--- config.mk ---
export PLATFORM = sky130hd
export DESIGN_NAME = bram_port_arbiter
export DESIGN_NICKNAME = d
export VERILOG_FILES = /design/src/rtl/bram_port_arbiter.sv
export SDC_FILE = /design/constraint.sdc
export NUM_CORES = 1
export LEC_CHECK = 0
export CAP_MARGIN = 5
export CORE_UTILIZATION = 37
export DETAILED_ROUTE_END_ITERATION = 8
export GPL_ROUTABILITY_DRIVEN = 0
export PLACE_DENSITY = 0.76
export SYNTH_ARGS = -nofsm -noshare
export SYNTH_HDL_FRONTEND = slang
export SYNTH_SLANG_ARGS = --single-unit
--- constraint.sdc ---
create_clock -name clk -period 1.85 [get_ports clk]
set_input_delay 0.37 -clock clk [delete_from_list [all_inputs] [get_ports clk]]
set_output_delay 0.37 -clock clk [all_outputs]
set_load 0.05 [all_outputs]
--- src/rtl/bram_port_arbiter.sv ---
// Purpose: two-client valid/ready front end for a true dual-port block RAM.
// Latency: read accepted at edge E0 returns rsp_valid for the cycle after E2; writes give no response.
// Backpressure: both clients ready unless same-address with a write; then round-robin grants one.
//
// Ports:
//   clk, rst               single clock, synchronous active-high reset
//   a_req_* / b_req_*      client request channels (valid/ready, we, addr, wdata)
//   a_rsp_* / b_rsp_*      read response (one-cycle valid pulse, rdata held)
//   wr_en*/rd_en*/addr*/din*  registered RAM port controls; client A -> port A, B -> port B
//   douta, doutb           RAM read data, valid one cycle after the read edge
//   conflict_cnt           saturating count of conflict cycles
module bram_port_arbiter #(
  parameter int DATA_WIDTH = 16,
  parameter int ADDR_WIDTH = 10,
  parameter int CNT_WIDTH  = 16
) (
  input  logic                  clk,
  input  logic                  rst,

  input  logic                  a_req_valid,
  output logic                  a_req_ready,
  input  logic                  a_req_we,
  input  logic [ADDR_WIDTH-1:0] a_req_addr,
  input  logic [DATA_WIDTH-1:0] a_req_wdata,
  output logic                  a_rsp_valid,
  output logic [DATA_WIDTH-1:0] a_rsp_rdata,

  input  logic                  b_req_valid,
  output logic                  b_req_ready,
  input  logic                  b_req_we,
  input  logic [ADDR_WIDTH-1:0] b_req_addr,
  input  logic [DATA_WIDTH-1:0] b_req_wdata,
  output logic                  b_rsp_valid,
  output logic [DATA_WIDTH-1:0] b_rsp_rdata,

  output logic                  wr_ena,
  output logic                  rd_ena,
  output logic                  wr_enb,
  output logic                  rd_enb,
  output logic [ADDR_WIDTH-1:0] addra,
  output logic [ADDR_WIDTH-1:0] addrb,
  output logic [DATA_WIDTH-1:0] dina,
  output logic [DATA_WIDTH-1:0] dinb,
  input  logic [DATA_WIDTH-1:0] douta,
  input  logic [DATA_WIDTH-1:0] doutb,

  output logic [CNT_WIDTH-1:0]  conflict_cnt
);

  logic conflict;
  logic prio;       // 0: A wins the next conflict, 1: B wins
  logic a_acc;
  logic b_acc;
  logic a_rd_s2;    // read issued to RAM port A last cycle; douta valid now
  logic b_rd_s2;

  // A read/read pair on the same address is harmless for the RAM, so only
  // pairs involving a write are serialised.
  assign conflict = a_req_valid & b_req_valid &
                    (a_req_addr == b_req_addr) & (a_req_we | b_req_we);

  // Ready is a pure function of the request fields and prio; it never looks
  // at ready, so there is no combinational loop through the clients.
  assign a_req_ready = ~rst & (~conflict | ~prio);
  assign b_req_ready = ~rst & (~conflict |  prio);

  assign a_acc = a_req_valid & a_req_ready;
  assign b_acc = b_req_valid & b_req_ready;

  always_ff @(posedge clk) begin
    if (rst) begin
      prio         <= 1'b0;
      conflict_cnt <= '0;
      wr_ena       <= 1'b0;
      rd_ena       <= 1'b0;
      wr_enb       <= 1'b0;
      rd_enb       <= 1'b0;
      addra        <= '0;
      addrb        <= '0;
      dina         <= '0;
      dinb         <= '0;
      a_rd_s2      <= 1'b0;
      b_rd_s2      <= 1'b0;
      a_rsp_valid  <= 1'b0;
      b_rsp_valid  <= 1'b0;
      a_rsp_rdata  <= '0;
      b_rsp_rdata  <= '0;
    end else begin
      // Toggle after each conflict so the loser wins the retry.
      if (conflict) begin
        prio <= ~prio;
        if (conflict_cnt != {CNT_WIDTH{1'b1}})
          conflict_cnt <= conflict_cnt + CNT_WIDTH'(1);
      end

      // Issue stage.
      wr_ena <= a_acc &  a_req_we;
      rd_ena <= a_acc & ~a_req_we;
      wr_enb <= b_acc &  b_req_we;
      rd_enb <= b_acc & ~b_req_we;
      // Address/data only move on accept; when idle they are don't-care and
      // holding them avoids needless toggling on the RAM pins.
      if (a_acc) begin
        addra <= a_req_addr;
        dina  <= a_req_wdata;
      end
      if (b_acc) begin
        addrb <= b_req_addr;
        dinb  <= b_req_wdata;
      end

      // RAM output is registered, so the data for a read issued at E1
      // appears after E1 and is captured one edge later.
      a_rd_s2 <= rd_ena;
      b_rd_s2 <= rd_enb;

      a_rsp_valid <= a_rd_s2;
      b_rsp_valid <= b_rd_s2;
      if (a_rd_s2) a_rsp_rdata <= douta;
      if (b_rd_s2) b_rsp_rdata <= doutb;
    end
  end

endmodule

# After elaboration in Yosys (flattened, before gate mapping)
# Index checks and enable logic that the tools add are counted.
[word_totals] ff_bits=109 word_cells=39
[classes] addsub=1 n_eq_ne=2 bitwise=19 reduce_logical=1
[ops] operator="$add 16x1->16 const B" count=1
[ops] operator="$ne 16x16->1 const B" count=1
[ops] operator="$and 1x1->1" count=11
[ops] operator="$eq 10x10->1" count=1
[ops] operator="$not 1->1" count=5
[ops] operator="$or 1x1->1" count=3
[ops] operator="$reduce_and 2->1" count=1

# Logic depth before layout (Yosys ltp)
[depth] depth_word=8 mapped_depth=8 depth_no_buf=6

# Least setup slack after synthesis
# No wires, ideal clock.
[synth_timing] kind="reg-to-reg" from="register conflict_cnt[0]" to="register conflict_cnt[5]" t_arrival_ns=2.211 slack_ns=-0.482 stages_incl_launch_ff=9 path_buffers=2 period_less_slack_ns=2.332 path_cell_list="dfxtp_1 ha_1 nand2_1 or4_4 buf_6 nor2_8 buf_8 nor4_2 mux2_4"
[synth_between] elab_chain_cells=2
[synth_lines] element="start: declaration" line="47" text="output logic [CNT_WIDTH-1:0] conflict_cnt"
[synth_lines] element="start signal: assignment" line="93" text="conflict_cnt <= conflict_cnt + CNT_WIDTH'(1);"
[synth_lines] element="parallel branches: the longest is 2 deep, another holds $add 16x1->16"
# Several ways; the timed one is not identified.
# A chain may end at the register's enable or synchronous reset.

# Final worst setup path
[layout_timing] from="input port a_req_addr[2]" to="output port b_req_ready"
[layout_between] elab_chain_cells=6
[layout_lines] element="start: declaration" line="23" text="input logic [ADDR_WIDTH-1:0] a_req_addr,"
[layout_lines] element="$eq 10x10->1" line="60" text="(a_req_addr == b_req_addr) & (a_req_we | b_req_we);"
[layout_lines] element="$and 1x1->1" line="59" text="assign conflict = a_req_valid & b_req_valid &"
[layout_lines] element="$and 1x1->1" line="60"
[layout_lines] element="$not 1->1" line="65" text="assign b_req_ready = ~rst & (~conflict | prio);"
[layout_lines] element="$or 1x1->1" line="65"
[layout_lines] element="$and 1x1->1" line="65"
[layout_lines] element="end: declaration" line="29" text="output logic b_req_ready,"
# No other way between the ends.

==> metrics <==
status=finished with violations; failing checks=setup timing; crit-path max FO=2; placed cell areas=6550 sq um; Yosys top cell by area=dfxtp_1; H-tree level count=3; WP buf/inv=2; Slew @ Worst Pin=0.541 ns; met2 global-route usage=0.330; WHS Endpoint=rd_ena; final hold vios=0; clock slew at reported path FFs=0.07 ns; Worst Setup End Kind=output port; first-pass GRT wire length=18200 um; Max Clock Skew=0.00923 ns; Ports=198; xor and xnor area share after synthesis=0.0224; DR DRC count=0; max_cap viols=0; Critical Path RT=1.48 ns; initial antenna violation count=0; Synth Instances=419; vias in the first global route=3801; mapped cell area=4310 sq um; Fillers=929; reg-to-reg slack, setup=0 ns; die area=12100 sq um; Yosys reg bits=109; Root Driver=clkbuf_16; syn_nets=510; Synth Area in Compound Gates=0.0456; yosys warns=0; Clock Path Buffers=2; via count=3823; grt met1 use=0.223; input/output buffers=197; Syn-to-layout area delta=65.7%; max incr delay on CP=0.30 ns; drt wl/cell=14.9 um; ANT nets after route=0; fin area=7140 sq um; worst hold path startpoint=a_req_we; r2r worst-path depth=6; # setup viols final=4; most used routing layer in global routing=met2; GRT met3 Usage=0.0557; post-DP HPWL=8130 um; post-synth cell types=46; PwrDens=738 nW/um^2; Die Height=110 um; CTS tree=done; Syn Area/Cell=10.3 sq um; final WL=11900 um; Achievable Freq=510 MHz; RSZ-0062 raised after global routing=yes; post-synthesis mux area share=0.205; Iteration-0 DRC Markers=126; worst-path cell chain=buf_8, xor2_4, nor4_4, and4_4, nor2b_4, nor2_4, buf_6; vias per cell=4.77; largest family of logic cells by synthesized area=multiplexers; Pre-antenna DRT Iters=4; max-slew violations=0; Startpoint Class=input pin; final std cells w/o fill=801; Setup WS pre-CTS=-0.696 ns; post-synthesis sequential area ratio=0.507; gr usage total=0.193; CP max-delay cell=nor4_4; most frequent cell after synthesis=dfxtp_1; Post-Synth Adder-Cell Area=0.00290; Synth top cells by count=dfxtp_1, nor2_1, mux2i_1, clkbuf_1, a21oi_1; fin crit share=1.06; capturing point of the worst reg2reg path=conflict_cnt[5]; Leakage=0.00332 uW; Clock Latency Late Sink=0.34 ns; Main synth FF type=dfxtp_1; synth top area cells=dfxtp_1, mux2i_1, nor2_1; # rows=39; largest net degree at the start of global routing=52; Num CTS Buffers=9; core area=11400 sq um; Design Power=5270 uW; clock sink total=109; GRT Residual Overflow=0; Starting Density=0.379; Net count, final=744; relative slew slack=0.636; type of the worst setup path=in2out; ys async rst share=0; share of the synthesized area in the top cell type=0.507; min Tclk post-route=1.96 ns; PnR worst setup slack=-0.113 ns; critical path's top delay family=simple AND/OR/NAND/NOR gates; Hold Path Class=in2reg; hold path depth=2; Simple-Gate Fraction of Synth Area=0.180; placed cell count=767; IR Drop Worst-Case VDD=416 uV; Die Wd=110 um; Critical Path AT=1.59 ns; final setup TNS=-0.187 ns; worst reg2reg startpoint=conflict_cnt[1]; diodes inserted=0; share of cells above drive strength 1=0.330; Post-synth EDFFs=0
[flip-flops by register name, indices dropped and copies added (netlist names), 10 cells and up]
signal / count
b_rsp_rdata: 16
dina: 16
a_rsp_rdata: 16
dinb: 16
addrb: 10
addra: 10
conflict_cnt: 16
[placed cells by master (no fill, tap or decap), types with 5 or more instances in the layout]
master	Yosys	layout
mux2i_1	84	84
clkbuf_16	0	9
o31ai_1	6	5
a21oi_1	12	6
dfxtp_2	0	10
buf_2	2	12
dlygate4sd2_1	0	31
a21oi_2	0	5
xor2_2	0	8
or3_1	5	5
buf_4	3	107
nor2_1	94	91
nand2_1	7	5
clkdlybuf4s50_1	0	65
dfxtp_4	0	5
dlymetal6s2s_1	0	11
or4_4	1	6
dfxtp_1	109	94
nor2b_1	8	7
buf_6	4	15
[final cells by class]
class	instances	area [sq um]	area share
timing repair buffer	249	2260	0.316
sequential	109	2210	0.310
multi-input combinational	281	2210	0.309
clock buffer	12	246	0.0345
tap	143	179	0.0251
clock inverter	4	23.8	0.00333
inverter	3	11.3	0.00158
[worst max path at each step]
stage	startpoint	slack, ns	cells past startpoint	to
final	a_req_addr[2]	-0.11	7	b_req_ready
after global routing	a_req_addr[6]	-0.16	8	b_req_ready
after CTS	a_req_addr[9]	-0.09	10	conflict_cnt[13]
after detailed placement	b_req_addr[2]	-0.70	7	b_req_ready
after global placement	b_req_addr[2]	-0.68	7	b_req_ready
after floorplan	conflict_cnt[1]	-0.12	8	conflict_cnt[5]
[per-layer routing]
| metal | part of all wire | vias to the layer above |
|---|---|---|
| met5 | 0 | - |
| met4 | 0.022 | 0 |
| met3 | 0.081 | 21 |
| met2 | 0.49 | 135 |
| met1 | 0.41 | 1769 |
| li1 | - | 1898 |
[report_power, final]
group          total [uW]  leakage [uW]  switching (uW)  internal, uW
combinational        1020       0.00228             580           444
sequential           2470      0.000900            43.2          2430
clock                1770      0.000136             825           948
total                5270       0.00332            1450          3820
[kinds of logic (layout without fill, tap and decap cells)]
kind of cell / after synthesis / in the layout
buffers and inverters: 29 / 268
AND/OR/NAND/NOR: 150 / 150
multiplexers: 87 / 87
flip-flops: 109 / 109
adder cells (fa/ha/maj): 1 / 1
XOR/XNOR: 11 / 11
AO/OA/AOI/OAI: 32 / 32
[repair_timing]
action	4_1_cts	5_1_grt
resized for setup	140	59
cloned	3	0
setup buffers	10	6
endpoints found under the setup margin	105	79
hold buffers	0	0
pin swaps	23	27
[stage by stage]
| stage | utilization | hold slack [ns] |
|---|---|---|
| final | 0.628 | 0.202 |
| after global routing | 0.628 | 0.195 |
| after CTS | 0.614 | 0.253 |
| after detailed placement | 0.576 | 0.475 |
| after global placement | 0.576 | 0.463 |
| after floorplan | - | 0.446 |
[worst reg2reg max path, stage by stage, from the launching register on]
cell and delay (ns):
dfxtp_4 0.36, ha_4 0.14, nand2_4 0.05, or4_4 0.62, nor2_8 0.20, nor4_4 0.06
mux2_4 0.29
No activity file was read; power rests on OpenSTA's default activity.
==> patch 1, RTL diff (config.mk and constraints unchanged) <==
Put one more register stage on the output `conflict_cnt`, cleared by the reset. The value now appears one clock later. The other outputs are not delayed to match. Comments in the files are not updated.
--- a/src/rtl/bram_port_arbiter.sv
+++ b/src/rtl/bram_port_arbiter.sv
@@ -47,6 +47,8 @@
   output logic [CNT_WIDTH-1:0]  conflict_cnt
 );
 
+  logic [CNT_WIDTH-1:0] conflict_cnt_s0;
+
   logic conflict;
   logic prio;       // 0: A wins the next conflict, 1: B wins
   logic a_acc;
@@ -70,7 +72,7 @@
   always_ff @(posedge clk) begin
     if (rst) begin
       prio         <= 1'b0;
-      conflict_cnt <= '0;
+      conflict_cnt_s0 <= '0;
       wr_ena       <= 1'b0;
       rd_ena       <= 1'b0;
       wr_enb       <= 1'b0;
@@ -89,8 +91,8 @@
       // Toggle after each conflict so the loser wins the retry.
       if (conflict) begin
         prio <= ~prio;
-        if (conflict_cnt != {CNT_WIDTH{1'b1}})
-          conflict_cnt <= conflict_cnt + CNT_WIDTH'(1);
+        if (conflict_cnt_s0 != {CNT_WIDTH{1'b1}})
+          conflict_cnt_s0 <= conflict_cnt_s0 + CNT_WIDTH'(1);
       end
 
       // Issue stage.
@@ -121,5 +123,13 @@
     end
   end
 
+  always_ff @(posedge clk) begin
+    if (rst) begin
+      conflict_cnt <= '0;
+    end else begin
+      conflict_cnt <= conflict_cnt_s0;
+    end
+  end
+
 endmodule
 
Formal check against the unedited RTL: not equivalent (a bounded check fails within 4 cycles, from zero or initial values and one cycle with rst high).
==> patch 1 against the unedited design <==
- the flow still finishes with violations (setup timing)
- largest power group is now the clock network
- synthesized area is 6.8% higher
- sequential share of layout area is 1.3 points higher
- sequential cell count is 16 higher
- wire length increased by 9.0%
- worst setup slack lost 74 ps
- final area up 8.7%
- highest routed layer unchanged
- power is 32% higher
- core utilization grew 1.5 points
- clock skew decreased by 3.8 ps
- global-route usage grew 0.45 points
- non-clock buffer count is 7 higher
- count of clock-buffer cells in the layout rose by 15
- sequential power is 15% higher
==> patch 1: results (changes against the unedited design) <==
met2 routed WL = 6770 µm (+16%)
CP startpoint = a_req_addr[0]
met3 Track Usage GR = 7.65% (+2.1 points)
fill cell count = 956 (+2.9%)
worst endpoint data arrival time = 2320 ps (+730 ps)
Reg2Reg Launch Point = prio
Worst-Skew Late Latency = 410 ps (+70 ps)
final setup fails = 29 (+25)
RR Endpoint = addra[3]
synth cell count leaders = 125 x dfxtp_1, 104 x nor2_1, 85 x mux2i_1, 19 x nor2b_1, 14 x nand2_1
Setup TNS Final = -1600 ps (-1410 ps)
GRT Util Overall = 19.8% (+0.45 points)
failing checks = setup timing
status = complete, but fails checks
M1 GR Usage = 20.8% (-1.5 points)
FF-to-FF setup slack = 70 ps (+70 ps)
fin worst setup slack = -186 ps (-73.9 ps)
P_leak = 3.54 nW (+6.7%)
FF-to-FF path depth = 9 (+3)
Slew headroom = 65.4% (+1.8 points)
DR vias = 4052 (+6.0%)
layout cell share with drive strength beyond 1 = 28.1% (-4.9 points)
WL final = 13000 µm (+9.0%)
placed cell areas = 0.00687 mm² (+4.9%)
Non-Filler Instances = 872 (+8.9%)
Sw Pwr = 1.72 mW (+18%)
initial drt markers = 158 (+25%)
Hold Crit Depth = 3 (+1)
CTS buffer count = 17 (+8)
Clock Skews = 5.47 ps (-3.76 ps)
nets = 786 (+5.6%)
first-pass GRT wire length = 19700 µm (+8.4%)
-- patch 1: what timing repair did --
action | in CTS | in global routing
endpoints found under the setup margin | 124 | 65
resized for setup | 127 | 31
buffers inserted | 13 | 3
pin swaps | 16 | 13
gates cloned | 2 | 4
-- patch 1: power groups by stage --
stage          Combinational (mW)  Clock, mW  Sequential (mW)
6_report                     1.03       3.07             2.83
2_1_floorplan               0.252          0             3.18
4_1_cts                      1.00       3.13             2.83
3_5_place_dp                0.995          0             2.88
3_3_place_gp                0.977          0             2.88
5_1_grt                      1.09       3.25             2.84
-- patch 1: final cells by class --
type	count	share of cell area [%]
flip-flops and latches	125	32.3
repair buffers	256	29.7
multi-input cells	290	28.1
clock buffers	27	6.61
well taps	168	2.71
clock inverters	1	0.387
inverters	5	0.242
-- patch 1: how the worst min path moves through the flow --
stage,from,endpoint,slack [ps]
3_5_place_dp,rd_enb,b_rd_s2,460
3_3_place_gp,rd_enb,b_rd_s2,460
4_1_cts,a_req_addr[0],addra[0],220
2_1_floorplan,a_req_we,rd_ena,440
6_report,a_req_addr[0],addra[0],230
5_1_grt,a_req_addr[0],addra[0],230
-- patch 1: cell families (layout without fill, tap and decap cells) --
logic type | Yosys count | in the layout | share of synthesized area [%]
AOI/OAI and AO/OA | 12 | 12 | 1.79
xor gates and xnor gates | 12 | 12 | 2.28
adders and majority gates | 1 | 1 | 0.272
buffers and inverters | 30 | 289 | 2.99
DFF | 125 | 125 | 54.4
muxes | 93 | 93 | 20.4
and+or+nand+nor | 172 | 172 | 17.8
-- patch 1: worst max-delay path, cell delays in order --
cell	delay (ps)
buf_8	100
xor2_2	170
nor4_4	370
buf_12	140
nand4_1	110
buf_4	170
buf_4	120
buf_4	120
buf_4	110
buf_4	120
buf_4	120
buf_4	130
xnor2_2	110
nor2_1	50
==> patch 2, RTL diff (same flow settings) <==
Without the edit above. Set the parameter `ADDR_WIDTH` to 9 (it was 10).
--- a/src/rtl/bram_port_arbiter.sv
+++ b/src/rtl/bram_port_arbiter.sv
@@ -11,7 +11,7 @@
 //   conflict_cnt           saturating count of conflict cycles
 module bram_port_arbiter #(
   parameter int DATA_WIDTH = 16,
-  parameter int ADDR_WIDTH = 10,
+  parameter int ADDR_WIDTH = 9,
   parameter int CNT_WIDTH  = 16
 ) (
   input  logic                  clk,
Ports: changed (resized a_req_addr, addra, addrb and b_req_addr); port bits go from 198 to 194. No check against the original RTL was run, so the function may have changed too.
==> patch 2 against the unedited design <==
- final area fell by 1.7%
- critical path type unchanged
- the flow still finishes with violations (setup timing)
- wire length is 3.5% higher
- clock power shrank 13%
- power is 5.5% lower
- sequential cell count is 2 lower
- worst hold slack improved by 40 ps
- synthesized area decreased by 5.2%
- worst setup slack hardly changed
- clock skew barely moved
==> patch 2: results (changes against the unedited design) <==
dpl ws = -689 ps (+7.30 ps)
register area share after synthesis = 52.4% (+1.8 points)
fin worst setup slack = -112 ps (+0.0910 ps)
number of vias per cell = 4.81 (+0.76%)
Net Sw Frac = 27.9% (+0.36 points)
M1 GR Usage = 22.9% (+0.64 points)
root buffer cell = clkbuf_8
wire per inst = 15.6 µm (+4.9%)
DP HPWL = 8320 µm (+2.4%)
Worst-Skew Late Latency = 360 ps (+20 ps)
worst endpoint data arrival time = 1590 ps (about the same)
DR vias = 3799 (-0.63%)
critical path type = input pin to primary output
met3 Track Usage GR = 5.35% (-0.22 points)
Mapped Cells = 404 (-3.6%)
layout cell share with drive strength beyond 1 = 33.2% (+0.20 points)
initial drt markers = 116 (-7.9%)
met2 usage = 38.0% (+5.0 points)
final setup fails = 4 (unchanged)
worst-path fanout max = 3 (+1)
Setup TNS Final = -269 ps (-81.8 ps)
maximum VDD drop = 0.420 mV (+0.81%)
Clock Skews = 9.56 ps (+0.331 ps)
I/O Buffers = 193 (-2.0%)
Synthesized Nets = 493 (-3.3%)
Synth area leaders = dfxtp_1 52%, mux2i_1 20%, nor2_1 8.5%, xor2_1 2.1%, clkbuf_1 1.6%
P_leak = 3.16 nW (-4.9%)
failing checks = setup timing
class of the tightest hold or removal check = input pin to register
H-tree depth = 3 (unchanged)
first-pass GRT wire length = 18700 µm (+2.7%)
placed cell areas = 0.00631 mm² (-3.6%)
vias in the first global route = 3875 (+1.9%)
CTS clk-pin slew, worst paths = 100 ps (+30 ps)
CTS buffer count = 9 (unchanged)
fill cell count = 877 (-5.6%)
nets = 738 (-0.81%)
count of cell types in the netlist = 33 (-28%)
n_diodes = 0 (unchanged)
GRT Util Overall = 20.9% (+1.5 points)
Placed Cells = 750 (-2.2%)
Slew headroom = 62.1% (-1.5 points)
largest net degree at the start of global routing = 57 (+9.6%)
status = complete, but fails checks
synth cell count leaders = 107 x dfxtp_1, 92 x nor2_1, 83 x mux2i_1, 17 x clkbuf_1, 12 x a21oi_1
==> patch 2: path summary, 6_finish.rpt <==
path	startpoint	end	slack, ps	depth (start not counted)
setup reg to reg	conflict_cnt[9]	conflict_cnt[1]	-50	8
setup / recovery	b_req_addr[1]	a_req_ready	-110	7
hold / removal	a_req_addr[7]	addra[7]	240	3
hold reg to reg	rd_enb	b_rd_s2	480	1
==> patch 2: final cells by class <==
type                       count  area, µm²  share of cell area [%]
timing repair buffer         257       2320                    33.1
sequential                   107       2170                    30.9
multi-input combinational    270       2130                    30.3
tap                          136        170                    2.43
clock buffer                  12        135                    1.93
clock inverter                 4       76.3                    1.09
inverter                       4       15.0                   0.214
==> patch 2: worst max-delay path, stage by stage <==
cell     delay [ps]
buf_8           100
xor2_4          180
nor4_4          300
buf_4           170
and3_4          230
a21oi_4          80
buf_8           160
==> patch 2: layer usage <==
metal / vias to the layer above / wire [µm]
li1: 1869 / -
met1: 1771 / 4890
met2: 134 / 6360
met3: 25 / 774
met4: 0 / 297
met5: - / 0
==> patch 2: per-stage QoR <==
step,hold WS (ps),power (mW)
2_1_floorplan,446,3.00
3_3_place_gp,458,3.41
3_5_place_dp,464,3.42
4_1_cts,241,4.97
5_1_grt,237,5.18
6_report,242,4.98
==> patch 2: cell families (layout without fill, tap and decap cells) <==
logic type / after synthesis / count (layout) / synth area share (%)
buffers and inverters: 27 / 277 / 2.85
adder cells (fa/ha/maj): 1 / 1 / 0.306
flip-flops: 107 / 107 / 52.4
AO/OA/AOI/OAI: 28 / 28 / 4.10
multiplexers: 85 / 85 / 20.9
AND/OR/NAND/NOR: 145 / 145 / 17.1
XOR/XNOR: 11 / 11 / 2.36
==> patch 2: power groups by stage <==
stage | combinational (mW) | sequential, mW | clock, mW
final | 1.01 | 2.43 | 1.54
after global routing | 1.06 | 2.44 | 1.68
after CTS | 0.971 | 2.43 | 1.57
after detailed placement | 0.943 | 2.48 | 0
after global placement | 0.931 | 2.48 | 0
after floorplan | 0.231 | 2.76 | 0
==> patch 2: repair_timing <==
action | in CTS | in global routing
pin swaps | 25 | 22
gates resized for setup | 142 | 56
endpoints found under the setup margin | 111 | 64
cloned | 3 | 2
setup buffers | 15 | 5
